**src/rtl/cl_frame_packer.sv**
```systemverilog
// Camera Link capture: packs 80-bit samples LSB-first into 128-bit FIFO words,
// bracketing every captured frame with a header and a trailer word.
module cl_frame_packer #(
    parameter logic [31:0] HDR_MAGIC = 32'hCAFE_F00D,
    parameter logic [31:0] TRL_MAGIC = 32'hE0F0_E0F0,
    parameter int          LINE_W    = 16
) (
    input  logic         cl_clk,
    input  logic         reset,
    input  logic         enable,
    input  logic         cl_fval,
    input  logic         cl_lval,
    input  logic [79:0]  cl_data,
    input  logic         fpga_msg_overflow,
    output logic [127:0] fpga_msg,
    output logic         fpga_msg_valid,
    output logic         frame_done,
    output logic         overflow_sticky
);

    typedef enum logic [1:0] {
        S_IDLE,
        S_CAPTURE,
        S_TRAILER
    } state_t;

    state_t              r_state;
    state_t              w_state_n;
    logic                r_fval;
    logic                r_fval_d;
    logic                r_lval;
    logic                r_lval_d;
    logic                r_en;
    logic [79:0]         r_data;
    logic [127:0]        r_acc;
    logic [6:0]          r_cnt;
    logic [LINE_W-1:0]   r_lines;
    logic [31:0]         r_samples;
    logic [31:0]         r_frame_no;
    logic                r_drop;
    logic [127:0]        r_msg;
    logic                r_valid;
    logic                r_done;
    logic                r_sticky;

    logic [127:0]        w_acc_n;
    logic [6:0]          w_cnt_n;
    logic [LINE_W-1:0]   w_lines_n;
    logic [31:0]         w_samples_n;
    logic [31:0]         w_frame_n;
    logic                w_drop_n;
    logic [127:0]        w_msg_n;
    logic                w_valid_n;
    logic                w_done_n;
    logic                w_accept;

    logic                w_rise;
    logic                w_sample;
    logic                w_lfall;
    logic                w_wr_ovf;
    logic                w_drop;
    logic [7:0]          w_sum;
    logic [255:0]        w_wide;
    logic [15:0]         w_lines16;

    assign w_rise    = r_fval & ~r_fval_d;
    assign w_sample  = r_fval & r_lval;
    assign w_lfall   = r_fval & r_lval_d & ~r_lval;
    assign w_wr_ovf  = r_valid & fpga_msg_overflow;
    assign w_drop    = r_drop | w_wr_ovf;
    assign w_sum     = {1'b0, r_cnt} + 8'd80;
    assign w_wide    = ({176'b0, r_data} << r_cnt) | {128'b0, r_acc};
    assign w_lines16 = 16'(r_lines);

    always_comb begin
        w_state_n   = r_state;
        w_acc_n     = r_acc;
        w_cnt_n     = r_cnt;
        w_lines_n   = r_lines;
        w_samples_n = r_samples;
        w_frame_n   = r_frame_no;
        w_drop_n    = w_drop;
        w_msg_n     = r_msg;
        w_valid_n   = 1'b0;
        w_done_n    = 1'b0;
        w_accept    = 1'b0;
        unique case (r_state)
            S_IDLE: begin
                if (w_rise && r_en) begin
                    w_state_n   = S_CAPTURE;
                    w_msg_n     = {HDR_MAGIC, r_frame_no, 64'b0};
                    w_valid_n   = 1'b1;
                    w_acc_n     = '0;
                    w_cnt_n     = '0;
                    w_lines_n   = '0;
                    w_samples_n = '0;
                    w_drop_n    = 1'b0;
                    w_accept    = w_sample;
                end
            end
            S_CAPTURE: begin
                // The fval fall cycle doubles as the flush step, so two low
                // cycles are enough to re-arm for the next frame.
                if (!r_fval) begin
                    if (r_cnt != 7'd0) begin
                        w_msg_n   = r_acc;
                        w_valid_n = 1'b1;
                    end
                    w_state_n = S_TRAILER;
                end else begin
                    w_accept = w_sample;
                    if (w_lfall && (r_lines != {LINE_W{1'b1}}))
                        w_lines_n = r_lines + LINE_W'(1);
                end
            end
            S_TRAILER: begin
                w_msg_n     = {TRL_MAGIC, r_frame_no, w_lines16,
                               15'b0, w_drop, r_samples};
                w_valid_n   = 1'b1;
                w_done_n    = 1'b1;
                w_frame_n   = r_frame_no + 32'd1;
                w_acc_n     = '0;
                w_cnt_n     = '0;
                w_lines_n   = '0;
                w_samples_n = '0;
                w_state_n   = S_IDLE;
            end
            default: w_state_n = S_IDLE;
        endcase
        if (w_accept) begin
            w_samples_n = w_samples_n + 32'd1;
            w_cnt_n     = w_sum[6:0];
            if (w_sum[7]) begin
                w_msg_n   = w_wide[127:0];
                w_valid_n = 1'b1;
                w_acc_n   = w_wide[255:128];
            end else begin
                w_acc_n   = w_wide[127:0];
            end
        end
    end

    // fval history resets high so a frame already in flight is never joined.
    always_ff @(posedge cl_clk or negedge reset) begin
        if (!reset) begin
            r_state    <= S_IDLE;
            r_fval     <= 1'b1;
            r_fval_d   <= 1'b1;
            r_lval     <= 1'b0;
            r_lval_d   <= 1'b0;
            r_en       <= 1'b0;
            r_data     <= '0;
            r_acc      <= '0;
            r_cnt      <= '0;
            r_lines    <= '0;
            r_samples  <= '0;
            r_frame_no <= '0;
            r_drop     <= 1'b0;
            r_msg      <= '0;
            r_valid    <= 1'b0;
            r_done     <= 1'b0;
            r_sticky   <= 1'b0;
        end else begin
            r_state    <= w_state_n;
            r_fval     <= cl_fval;
            r_fval_d   <= r_fval;
            r_lval     <= cl_lval;
            r_lval_d   <= r_lval;
            r_en       <= enable;
            r_data     <= cl_data;
            r_acc      <= w_acc_n;
            r_cnt      <= w_cnt_n;
            r_lines    <= w_lines_n;
            r_samples  <= w_samples_n;
            r_frame_no <= w_frame_n;
            r_drop     <= w_drop_n;
            r_msg      <= w_msg_n;
            r_valid    <= w_valid_n;
            r_done     <= w_done_n;
            r_sticky   <= r_sticky | w_wr_ovf;
        end
    end

    assign fpga_msg        = r_msg;
    assign fpga_msg_valid  = r_valid;
    assign frame_done      = r_done;
    assign overflow_sticky = r_sticky;

endmodule

```
**config.mk**
```make
export PLATFORM = sky130hd
export DESIGN_NAME = cl_frame_packer
export DESIGN_NICKNAME = d
export VERILOG_FILES = /design/src/rtl/cl_frame_packer.sv
export SDC_FILE = /design/constraint.sdc
export NUM_CORES = 1
export LEC_CHECK = 0
export BUFFER_PORTS_ARGS = -buffer_cell sky130_fd_sc_hd__buf_2
export CORE_ASPECT_RATIO = 1.25
export CORE_MARGIN = 5
export CORE_UTILIZATION = 54
export DETAILED_ROUTE_END_ITERATION = 6
export PLACE_DENSITY_LB_ADDON = 0.08
export SLEW_MARGIN = 15
export SYNTH_ARGS = -nofsm -noshare
export SYNTH_HDL_FRONTEND = slang
export SYNTH_SLANG_ARGS = --single-unit
```
**constraint.sdc**
```tcl
create_clock -name cl_clk -period 3.1 [get_ports cl_clk]
set_clock_uncertainty 0.15 [all_clocks]
set_input_delay 0.31 -clock cl_clk [delete_from_list [all_inputs] [get_ports cl_clk]]
set_output_delay 0.31 -clock cl_clk [all_outputs]
set_load 0.02 [all_outputs]
```
==> flow_summary.json, run 1 <==
{
  "cp-start-kind": "flop",
  "critical_path.top_delay_family": "simple AND/OR/NAND/NOR gates",
  "ys_seq_area_share_pct": 51.7,
  "synth_compound_area_share_pct": 22.1,
  "cts.clk_slew.worst_paths_ns": 0.06,
  "peakVddDrop_uv": 435,
  "cap_violations": 0,
  "synth_simple_gate_area_share_pct": 13.2,
  "min_path_type": "input port to async pin",
  "grt_pass1_wl_mm": 114,
  "netlist_top_cells_area": "dfrtp_1 (51%), nand3_1 (2.9%), a21oi_1 (2.8%)",
  "path_buf_inv": 0,
  "wl_per_cell_um": 27.6,
  "ys_ff_latch": 430,
  "synthAdderAreaFrac_pct": 0.301,
  "synth_async_sr_flop_share_pct": 100,
  "numPortBuffers": 216,
  "fmaxAchievable_mhz": 359,
  "num_vias": 18700,
  "timing.final.crit_share_pct": 89.7,
  "grt_pass1_vias": 18300,
  "cts_root_buf": "clkbuf_16",
  "die_w_um": 186,
  "cts_hold_buffers": 85,
  "synth_top_area_cell": "dfrtp_1",
  "synthDominantCellAreaShare_pct": 51.5,
  "yosys-top-cells-count": "dfrtp_1 (428), nand2_1 (131), nand3_1 (121), a21oi_1 (117), clkbuf_1 (97)",
  "r2r-start": "r_fval_d",
  "final_nets": 2308,
  "worstSetupEndpoint": "r_samples[18]",
  "status": "finished with violations",
  "tns_ns": 0,
  "die_area_um2": 42600,
  "p_per_area_nw_per_um2": 746,
  "gp_congestion": 1.00,
  "ff2ff_path_depth": 8,
  "critPathMaxStageDelay_ns": 0.58,
  "violations": "DRC",
  "slew_viol_final": 0,
  "cts_tree": "done",
  "dpl.hpwl_mm": 52.4,
  "start_util_pct": 54.6,
  "grt_usage_pct": 34.9,
  "synth_nets": 2050,
  "ys.flop_type": "dfrtp_1",
  "finalCriticalPeriod_ns": 2.78,
  "rr_endpoint": "r_samples[18]",
  "ys.warnings.count": 0,
  "worst_pin_slew_ns": 1.09,
  "post_synth.cell_area_avg_um2": 10.6,
  "end_kind": "flop",
  "ctsLongestPathBuffers": 3,
  "ios": 217,
  "synth_xor_area_share_pct": 1.64,
  "cp_slowest_cell": "or4_1",
  "final_layout_size_suffix_gt1_share_pct": 20.9,
  "cts-resized-gates": 0,
  "grt_overflow": 0,
  "path_depth": 8,
  "antenna_found_initial": 1,
  "yosysMostFrequentCell": "dfrtp_1",
  "detail-route-antenna-nets": 0,
  "cp_max_fo": 10,
  "required_ns": 3.42,
  "drc": 3,
  "core_um2": 38100,
  "syn2layout_area_growth_pct": 20.9,
  "synth_edf_count": 0,
  "power.total_mw": 18.8,
  "startpoint": "r_fval_d",
  "path_cells": "and4bb_2 > nor2_4 > and2_1 > ha_1 > nand4_1 > or4_1 > or3_1 > a21oi_1",
  "hold_slack_ns": 0.149,
  "cts_made_buffers": 44,
  "pre_cts_ws_ns": 0.336,
  "ys_types": 77,
  "dr.first_iter.drc_count": 2178,
  "via_per_inst": 6.80,
  "cts_htree_levels": 2,
  "syn_area_um2": 20800,
  "drt_wl_total_mm": 75.7,
  "grt_start_max_net_pins": 88,
  "synthMuxAreaShare_pct": 7.04,
  "power.leakage_nw": 10.9,
  "crit_arrival_ns": 3.11,
  "dieHeight_um": 229,
  "max_slew_margin_pct": 27.1,
  "synth_top_family_by_area": "compound AO/OA/AOI/OAI gates",
  "dr.pass1.iters": 7,
  "syn_inst": 1959,
  "setup_viol": 0,
  "path_class": "flop to flop",
  "rows": 80,
  "clk_latency_ns": 0.57,
  "cts.sinks": 430,
  "post-cts-setup-buffers": 0,
  "setup_ws_ns": 0.318,
  "finalHoldViolations": 0,
  "r2r_setup_slack_ns": 0.32,
  "rsz0062_at_grt": "no"
}
[how the worst min path moves through the flow]
stage	endpoint	slack (ns)	from
after CTS	r_lines[9]	0.15	reset
after floorplan	fpga_msg[0]	-0.14	reset
after detailed placement	r_samples[7]	0.14	reset
final	r_samples[9]	0.15	reset
after global routing	r_acc[12]	0.20	reset
after global placement	r_samples[9]	0.15	reset
[cell families after synthesis]
| group | count (synthesis) |
|---|---|
| compound gates | 649 |
| xor+xnor | 39 |
| fa+ha+maj | 5 |
| buf+inv | 198 |
| flops | 430 |
| mux | 116 |
| simple gates | 522 |
[layout make-up]
class | instances | area (um2)
flip-flops and latches | 430 | 10800
well taps | 492 | 616
diodes | 1 | 2.50
clock buffers | 61 | 1310
multi-input cells | 1331 | 9280
inverters | 28 | 105
repair buffers | 382 | 2730
fillers | 2946 | 13000
clock inverters | 21 | 338
[power breakdown]
group	total (mW)	switching, mW	internal (mW)	leakage, nW
combinational	5.38	3.35	2.03	4.50
clock	5.96	2.33	3.63	0.798
sequential	7.41	0.888	6.53	5.63
total	18.8	6.57	12.2	10.9
[registers in the layout, summed over array words and instances (netlist names)]
name,cells
r_lval_d,1
r_state,2
r_en,1
r_data,80
overflow_sticky,1
r_samples,32
r_cnt,3
r_drop,1
r_lval,1
frame_done,1
fpga_msg,128
r_fval_d,1
r_acc,128
r_lines,16
r_frame_no,32
r_fval,1
fpga_msg_valid,1
[per-layer routing]
metal	track usage, %	up-vias	wire [um]	part of all wire [%]
met5	1.18	-	13	0.017
met4	19.2	2	5150	6.8
met3	6.90	237	7690	10
met1	47.8	9309	28900	38
met2	52.1	1107	33900	45
li1	-	8021	-	-
[per-stage QoR]
stage          utilization, %  instance area, um2  cells
4_1_cts                  65.9               25100   2745
5_1_grt                  65.9               25100   2745
3_3_place_gp             59.4               22600   2578
3_5_place_dp             59.4               22600   2578
2_1_floorplan               -               20800   1959
6_report                 65.9               25100   2746
[worst register-to-register path: cells and delay by family (launching register included)]
kind / cells / cell delay [ns]
flops: 1 / 0.54
compound gates: 1 / 0.17
fa+ha+maj: 1 / 0.20
simple gates: 6 / 1.63
[cell usage in the layout (no fill, tap or decap), types with 11 or more instances in the layout]
cell type,count
o22ai_1,30
nand2_1,131
buf_12,14
a31oi_1,53
a22oi_1,61
and2_1,39
a41oi_1,14
buf_4,67
nor2b_1,11
o21ai_1,18
o21ai_0,65
a21oi_1,117
clkbuf_16,46
nor2_1,70
mux2_2,43
nand4_1,32
o21a_1,21
and3_1,13
a2bb2oi_1,51
nand3_1,120
inv_1,25
a211oi_1,39
dfrtp_1,426
mux2i_1,53
xnor2_1,30
a221oi_1,51
or3_1,22
mux4_2,20
o2bb2ai_1,19
buf_2,215
or4_1,18
a221o_1,21
o31ai_1,18
dlygate4sd3_1,85
Power figures use the tool's default switching activity.
==> inputs of run 2 (changes only) <==
Settings changed: CORE_UTILIZATION 54 to 55, CTS_BUF_LIST set to sky130_fd_sc_hd__clkbuf_2.
==> run 2 against run 1 <==
Against the previous run:
- the flow now finishes without violations
- register-to-register slack about the same
- setup slack better by 0.0026 ns
- via count up 3.9%
- highest routed layer is now met4
- cell count up 6.0%
- fmax about the same
- first-iteration DRC count up 6.0%
- routed wire length up 2.0%
- die area down 1.7%
- flip-flop and latch count unchanged
- global-route usage up 1.7 points
- largest power group unchanged
==> flow_summary.json, run 2 (synthesis gave the netlist of run 1 again) <==
{
  "final_layout_size_suffix_gt1_share_pct": 22.8,
  "peakVddDrop_uv": 386,
  "cts_root_buf": "clkbuf_2",
  "drt_wl_total_mm": 77.2,
  "crit_arrival_ns": 3.63,
  "start_util_pct": 55.7,
  "max_slew_margin_pct": 20.3,
  "antenna_found_initial": 1,
  "die_w_um": 184,
  "switching_power_mw": 6.58,
  "worst_pin_slew_ns": 1.19,
  "ctsLongestPathBuffers": 3,
  "grt_overflow": 0,
  "setup_viol": 0,
  "power.leakage_nw": 11.2,
  "path_class": "flop to flop",
  "cts.sinks": 430,
  "post-cts-setup-buffers": 0,
  "layout_common_cells": "dfrtp_1 (426), buf_2 (215), dlygate4sd3_1 (170)",
  "cts_hold_buffers": 171,
  "hold_slack_ns": 0.107,
  "cts_tree": "done",
  "cts-resized-gates": 0,
  "finalHoldViolations": 0,
  "final_common_cell": "dfrtp_1",
  "final_nets": 2453,
  "rsz0062_at_grt": "no",
  "dpl.hpwl_mm": 51.6,
  "cap_violations": 0,
  "p_per_area_nw_per_um2": 654,
  "fin_util_pct": 67.4,
  "wl_per_cell_um": 26.5,
  "required_ns": 3.95,
  "rows": 79,
  "cts_htree_levels": 3,
  "path_buf_inv": 2,
  "min_path_type": "input port to async pin",
  "p_int_mw": 9.89,
  "numPortBuffers": 216,
  "finalCriticalPeriod_ns": 2.78,
  "cp_slowest_cell": "nor3_2",
  "end_kind": "flop",
  "core_um2": 37400,
  "via_per_inst": 6.67,
  "status": "complete, no violations",
  "n_fill_cell": 2940,
  "dr.pass1.iters": 7,
  "switching_share_pct": 40.0,
  "gp_congestion": 0.938,
  "clkPwrFrac_pct": 21.8,
  "syn2layout_area_growth_pct": 21.1,
  "tns_ns": 0,
  "grt_usage_pct": 36.7,
  "pre_cts_ws_ns": 0.344,
  "setup_ws_ns": 0.320,
  "fmaxAchievable_mhz": 360,
  "dieHeight_um": 227,
  "p_comb_share_pct": 33.2,
  "detail-route-antenna-nets": 0,
  "critPathMaxStageDelay_ns": 0.78,
  "critical_path.top_delay_family": "simple AND/OR/NAND/NOR gates",
  "cp_max_fo": 27,
  "die_area_um2": 41800,
  "ios": 217,
  "cp_common_cell": "buf_4",
  "cts.clk_slew.worst_paths_ns": 0.12,
  "clk_latency_ns": 1.11,
  "drc": 0,
  "grt_pass1_wl_mm": 117,
  "path_cells": "and4bb_2 > buf_4 > nor3_2 > buf_4 > a21oi_1 > o22ai_1",
  "cts_made_buffers": 103,
  "dr.first_iter.drc_count": 2309,
  "timing.final.crit_share_pct": 89.7,
  "grt_start_max_net_pins": 106,
  "cp-start-kind": "flop",
  "power_frac_seq_pct": 45.0,
  "slew_viol_final": 0,
  "grt_pass1_vias": 19100,
  "num_vias": 19400
}
[run 2: per-layer routing]
layer | share of wire [%] | GRT usage, % | up-vias
met5 | 0 | 0 | -
met4 | 5.9 | 20.1 | 0
met3 | 10 | 7.93 | 207
met2 | 46 | 56.3 | 1242
met1 | 38 | 49.0 | 9597
li1 | - | - | 8353
[run 2: worst paths after layout]
path / from / to / slack [ns] / cells past startpoint
min reg2reg: r_fval / r_fval_d / 0.29 / 0
max reg2reg: r_fval_d / r_acc[40] / 0.32 / 6
min in group cl_clk: cl_data[4] / r_data[4] / 0.21 / 3
min: reset / r_samples[9] / 0.11 / 4
max: r_fval_d / r_acc[40] / 0.32 / 6
max in group asynchronous: reset / r_data[37] / 1.73 / 5
[run 2: worst reg2reg max path, delay by kind of cell, from the launching register on]
family / cells / cell delay (ns)
AND/OR/NAND/NOR: 2 / 1.05
buffers and inverters: 2 / 0.65
AO/OA/AOI/OAI: 2 / 0.27
flip-flops: 1 / 0.56
[run 2: final cells by class]
| class | count | area (um2) | area share (%) |
|---|---|---|---|
| Clock inverter | 14 | 66.3 | 0.263 |
| Antenna cell | 2 | 5.00 | 0.0199 |
| Tap cell | 486 | 608 | 2.41 |
| Multi-Input combinational cell | 1331 | 9280 | 36.8 |
| Sequential cell | 430 | 10800 | 42.8 |
| Inverter | 28 | 105 | 0.417 |
| Timing Repair Buffer | 468 | 3600 | 14.3 |
| Clock buffer | 151 | 756 | 3.00 |
[run 2: power groups by stage]
| stage | clock, mW | sequential, mW | combinational [mW] |
|---|---|---|---|
| floorplan | 0 | 7.73 | 2.78 |
| global placement | 0 | 7.44 | 5.08 |
| detailed placement | 0 | 7.47 | 5.17 |
| CTS | 3.62 | 7.36 | 5.35 |
| global route | 3.95 | 7.47 | 5.81 |
| finish | 3.60 | 7.41 | 5.47 |
[run 2: through the flow]
step                      std cells  power (mW)  cell area [um2]
final                          2910        16.5            25200
after global placement         2572        12.5            22600
after floorplan                1959        10.5            20800
after global routing           2909        17.2            25200
after CTS                      2908        16.3            25200
after detailed placement       2572        12.6            22600
